===== config.mk =====
export PLATFORM = sky130hd
export DESIGN_NAME = wts_wave_stream_writer
export DESIGN_NICKNAME = d
export VERILOG_FILES = /design/src/rtl/wts_wave_stream_writer.sv
export SDC_FILE = /design/constraint.sdc
export NUM_CORES = 1
export LEC_CHECK = 0
export ABC_AREA = 1
export CAP_MARGIN = 25
export CORE_MARGIN = 1
export CORE_UTILIZATION = 50
export CTS_BUF_LIST = sky130_fd_sc_hd__clkbuf_4 sky130_fd_sc_hd__clkbuf_8
export DETAILED_ROUTE_END_ITERATION = 12
export HOLD_SLACK_MARGIN = 0.02
export PLACE_DENSITY = 0.78
export SYNTH_ARGS = -nofsm -noshare
export SYNTH_HDL_FRONTEND = slang
export SYNTH_SLANG_ARGS = --single-unit

===== constraint.sdc =====
create_clock -name clk -period 2.4 [get_ports clk]
set_input_delay 0.36 -clock clk [delete_from_list [all_inputs] [get_ports clk]]
set_output_delay 0.36 -clock clk [all_outputs]
set_load 0.02 [all_outputs]

===== src/rtl/wts_wave_stream_writer.sv =====
// Double-buffered host-to-wave-RAM streamer: fills the half not being played.
// Optional build macro WTS_STREAM_SIGNED_EN converts two's complement samples to offset binary.
module wts_wave_stream_writer (
  input  logic       clk,
  input  logic       nreset,
  input  logic       stream_enable,
  input  logic [1:0] reg_wave_length,
  input  logic       half_timing,
  input  logic       s_valid,
  input  logic [7:0] s_data,
  output logic       s_ready,
  output logic       ram_we,
  output logic [6:0] ram_address,
  output logic [7:0] ram_wdata,
  output logic       half_request,
  output logic       fill_half,
  output logic       underrun
);

  localparam int unsigned ADDR_W = 7;
  localparam int unsigned DATA_W = 8;
  localparam int unsigned IDX_W  = 6;
  localparam int unsigned LEN_W  = 2;

  typedef enum logic [1:0] {ST_IDLE, ST_FILL, ST_WAIT} state_t;

  state_t              r_state;
  logic                r_play_half;
  logic                r_fill_half;
  logic                r_underrun;
  logic                r_en_d;
  logic                r_we;
  logic [IDX_W-1:0]    r_index;
  logic [LEN_W-1:0]    r_len;
  logic [ADDR_W-1:0]   r_addr;
  logic [DATA_W-1:0]   r_wdata;

  logic                w_accept;
  logic                w_last;
  logic [IDX_W-1:0]    w_last_idx;
  logic [ADDR_W-1:0]   w_addr;
  logic [DATA_W-1:0]   w_wdata;

  assign s_ready      = stream_enable && (r_state == ST_FILL);
  assign w_accept     = s_valid && s_ready;
  assign half_request = (r_state == ST_FILL);
  assign fill_half    = r_fill_half;
  assign underrun     = r_underrun;
  assign ram_we       = r_we;
  assign ram_address  = r_addr;
  assign ram_wdata    = r_wdata;

  // Half size and half-select bit position follow the latched length code.
  always_comb begin
    w_last_idx = IDX_W'(63);
    w_addr     = {r_fill_half, r_index};
    case (r_len)
      2'b00: begin
        w_last_idx = IDX_W'(15);
        w_addr     = {2'b00, r_fill_half, r_index[3:0]};
      end
      2'b01: begin
        w_last_idx = IDX_W'(31);
        w_addr     = {1'b0, r_fill_half, r_index[4:0]};
      end
      default: begin
        w_last_idx = IDX_W'(63);
        w_addr     = {r_fill_half, r_index};
      end
    endcase
  end

  assign w_last = (r_index == w_last_idx);

`ifdef WTS_STREAM_SIGNED_EN
  assign w_wdata = {~s_data[7], s_data[6:0]};
`else
  assign w_wdata = s_data;
`endif

  always_ff @(posedge clk or negedge nreset) begin
    if (!nreset) begin
      r_state     <= ST_IDLE;
      r_play_half <= 1'b0;
      r_fill_half <= 1'b0;
      r_underrun  <= 1'b0;
      r_en_d      <= 1'b0;
      r_we        <= 1'b0;
      r_index     <= '0;
      r_len       <= '0;
      r_addr      <= '0;
      r_wdata     <= '0;
    end else begin
      r_en_d <= stream_enable;
      r_we   <= w_accept;
      if (w_accept) begin
        r_addr  <= w_addr;
        r_wdata <= w_wdata;
      end
      if (!stream_enable) begin
        r_state <= ST_IDLE;
      end else begin
        case (r_state)
          ST_IDLE: begin
            if (!r_en_d) begin
              r_len       <= reg_wave_length;
              r_play_half <= 1'b0;
              r_fill_half <= 1'b1;
              r_index     <= '0;
              r_underrun  <= 1'b0;
              r_state     <= ST_FILL;
            end
          end
          ST_FILL: begin
            if (half_timing) begin
              // A completing last beat in the same cycle is not an underrun.
              if (!(w_accept && w_last)) r_underrun <= 1'b1;
              r_play_half <= ~r_play_half;
              r_fill_half <= r_play_half;
              r_index     <= '0;
            end else if (w_accept) begin
              if (w_last) begin
                r_index <= '0;
                r_state <= ST_WAIT;
              end else begin
                r_index <= r_index + IDX_W'(1);
              end
            end
          end
          ST_WAIT: begin
            if (half_timing) begin
              r_play_half <= ~r_play_half;
              r_fill_half <= r_play_half;
              r_index     <= '0;
              r_state     <= ST_FILL;
            end
          end
          default: r_state <= ST_IDLE;
        endcase
      end
    end
  end

endmodule


==> summary.txt <==
STA
  • Final min period: roughly 2.1 ns
  • Slew headroom: between 70 and 80%
  • Clock skew: 0.0144 ns
  • Endpoints failing setup: 0
  • Worst-Margin Slew: approximately 0.37 ns
  • Setup TNS: 0 ns
  • Max Clk Rate: 487 MHz
  • RSZ-0062 raised after global routing: false
  • Final period util: 85.5%
  • Max-slew violations: 0
  • Final Hold Viols: 0

Worst setup path
  • Crit path DAT: 1.69 ns
  • Critical Path Start Type: flop
  • Worst R2R Setup Slack: 0.64 ns
  • Worst setup path endpoint: half_request
  • FF-to-FF End: r_index[4]$_DFFE_PN0P_
  • Reg2reg path depth: 9
  • Crit end category: output pin
  • CP Max Fanout: 5
  • Crit path launch: r_state[1]$_DFFE_PN0P_
  • Setup Crit Path Kind: reg2out
  • Worst Path Required: about 2 ns
  • FF-to-FF Start: r_state[1]$_DFFE_PN0P_

Clock tree
  • Cts repair resizes: 0
  • Clk Latency, worst-skew pair: ~0.34 ns
  • Post-CTS Setup Repair Bufs: 0
  • CTS Sinks: 30
  • Total CTS buffers: 5
  • CTS tree: built
  • Clk slew on worst S/H paths: 0.10 ns
  • CTS H-tree depth: 2
  • Clock tree buffer depth: 2
  • Clk root buf: clkbuf_4
  • Hold-fix buffers, CTS: 0

Detailed routing
  • Post-route DRC: 0
  • Met1 WL: 1320 µm
  • DR top layer: met4
  • Iteration-0 DRC Markers: 43
  • Routed wire length: 3140 µm
  • DR pass1 iterations: 4
  • Vias: approximately 1300
  • Routed length on met2: 1600 µm
  • Routed Antenna Nets: 0
  • Vias per cell: roughly 5.2
  • Avg WL per Cell: 12.7 µm
  • DR WL met3: between 150 and 200 µm

Place
  • Gpl congestion: 0.857
  • Post-detail-place hpwl: 2370 µm
  • Input/output buffers: 34

Power
  • Pwr Density: 1120 mW/mm²
  • Comb pwr share: 45.2%
  • Worst IR Drop VDD: between 900 and 1000 µV
  • Net Sw Frac: approximately two fifths
  • Clk pwr share: between 10% and 20%
  • P_leak: around 0.98 nW
  • Net switching power: 0.000842 W
  • Overall Power: around 0.0022 W
  • Sequential share of power: 36.7%
  • Internal power: 0.00133 W

Logic synthesis
  • Synth area leaders: dfrtp_1 51%, nand2_1 14%, inv_1 4.8%
  • Synth Flop Type: dfrtp_1
  • Netlist Area Pre-Place: 0.00148 mm²
  • Leading area contributor after synthesis: dfrtp_1
  • Syn nets: between 150 and 200
  • Share of the synthesized area in the top cell type: 50.7%
  • Synth Register Bits: 30
  • Most numerous cell in the Yosys netlist: nand2_1
  • Ys async rst share: 100%
  • Post-synth EDFFs: 0
  • Seq/Total Area, Yosys: 50.7%
  • Yosys Warn Count: 0
  • Unique cell type count in the Yosys netlist: 25
  • Cells after synthesis: about 180
  • Mapped Avg Cell Area: approximately 8.5 µm²
  • Top cells by count, synth: 56 x nand2_1, 30 x dfrtp_1, 19 x inv_1, 14 x nand3_1, 10 x nor2_1

Cells and area
  • Share of cells above drive strength 1: 10.6%
  • Fin nets: 235
  • Ant diodes: 0
  • Area delta synth->final: 30.7%

Die
  • Starting Density: a little over half
  • # rows: 19
  • Die Ht: ~56 µm
  • Die width: 56.4 µm
  • Num ports: 35
  • Full die area: between 0.003 and 0.004 mm²
  • Core area: 0.00278 mm²

Global route
  • Largest net degree at the start of global routing: 31
  • First-pass GRT wire length: 5520 µm
  • Initial antenna violation count: 0
  • Global Route Usage Sum: 22.9%
  • Overflow after GRT: 0
  • Vias in the first global route: 1319

Min path
  • Worst hold path class: in2async

Job
  • Max_cap viols: 0

Outcome
  • Status: complete, no violations
power by group through the flow:
stage          Clock [W]  Combinational [W]  Sequential [W]
6_report        0.000391           0.000981        0.000797
5_1_grt         0.000425            0.00109        0.000823
4_1_cts         0.000401           0.000990        0.000797
3_5_place_dp           0           0.000986        0.000808
3_3_place_gp           0           0.000956        0.000797
2_1_floorplan          0           0.000420        0.000953
area by class of cell:
type	count	area (µm²)
clock buffer	5	37.5
clock inverter	3	40.0
fill	247	845
inverter	23	86.3
multi-input combinational	119	626
sequential	30	751
tap	31	38.8
timing repair buffer	36	358
how the worst min path moves through the flow:
stage                                   startpoint                          to  slack [ns]  cells after the start
after floorplan                             nreset       fill_half$_DFFE_PN0P_        0.06                      0
after global placement    ram_wdata[3]$_DFFE_PN0N_    ram_wdata[3]$_DFFE_PN0N_        0.45                      2
after detailed placement  ram_wdata[2]$_DFFE_PN0N_    ram_wdata[2]$_DFFE_PN0N_        0.46                      2
after CTS                                   nreset  ram_address[5]$_DFFE_PN0N_        0.41                      2
after global routing                        nreset    ram_wdata[7]$_DFFE_PN0N_        0.43                      2
final                                       nreset  ram_address[5]$_DFFE_PN0N_        0.40                      2
cell usage in the layout (no fill, tap or decap), drive strengths merged:
| master | netlist | routed |
|---|---|---|
| a21oi | 2 | 2 |
| buf | 3 | 2 |
| bufinv | 0 | 1 |
| clkbuf | 0 | 5 |
| clkdlybuf4s50 | 0 | 33 |
| clkinv | 1 | 3 |
| dfrtp | 30 | 30 |
| dlymetal6s2s | 0 | 1 |
| ha | 5 | 5 |
| inv | 22 | 22 |
| mux2 | 1 | 1 |
| nand2 | 59 | 59 |
| nand3 | 15 | 15 |
| nand4 | 3 | 3 |
| nor2 | 13 | 13 |
| nor3 | 4 | 4 |
| o21a | 2 | 2 |
| o21ai | 12 | 12 |
| o22a | 1 | 1 |
| o31ai | 1 | 1 |
| xor2 | 1 | 1 |
through the flow:
step                utilization (%)  hold WS [ns]  setup slack (ns)  cells  cell area [µm²]
floorplan                         -        0.0644             0.758    175             1480
global placement               66.7         0.454             0.321    239             1850
detailed placement             66.7         0.463             0.288    239             1850
CTS                            69.5         0.405            0.0749    247             1930
global route                   69.6         0.428             0.259    247             1940
finish                         69.6         0.395             0.347    247             1940
worst max-delay path, cell delays in order, from the launching register on:
cell	delay, ns
dfrtp_1	0.42
inv_1	0.09
ha_2	0.24
clkdlybuf4s50_1	0.62
logic make-up after synthesis:
logic type / Yosys count / share of synthesized area [%]
buf+inv: 26 / 7.26
mux: 1 / 0.760
xor+xnor: 1 / 0.591
flops: 30 / 50.7
fa+ha+maj: 5 / 4.22
compound gates: 18 / 7.60
simple gates: 94 / 28.9
per-layer routing:
layer / vias up / GRT usage [%]
met5: - / 0
met4: 0 / 9.06
met3: 8 / 7.83
met2: 38 / 40.3
met1: 608 / 25.0
li1: 635 / -
state kept, by name, indices dropped and copies added (netlist names):
signal	cells
r_index	6
ram_wdata	8
fill_half	1
r_len	2
ram_we	1
r_play_half	1
r_en_d	1
ram_address	7
underrun	1
r_state	2
Note: power is estimated with default switching activity, not from simulation.
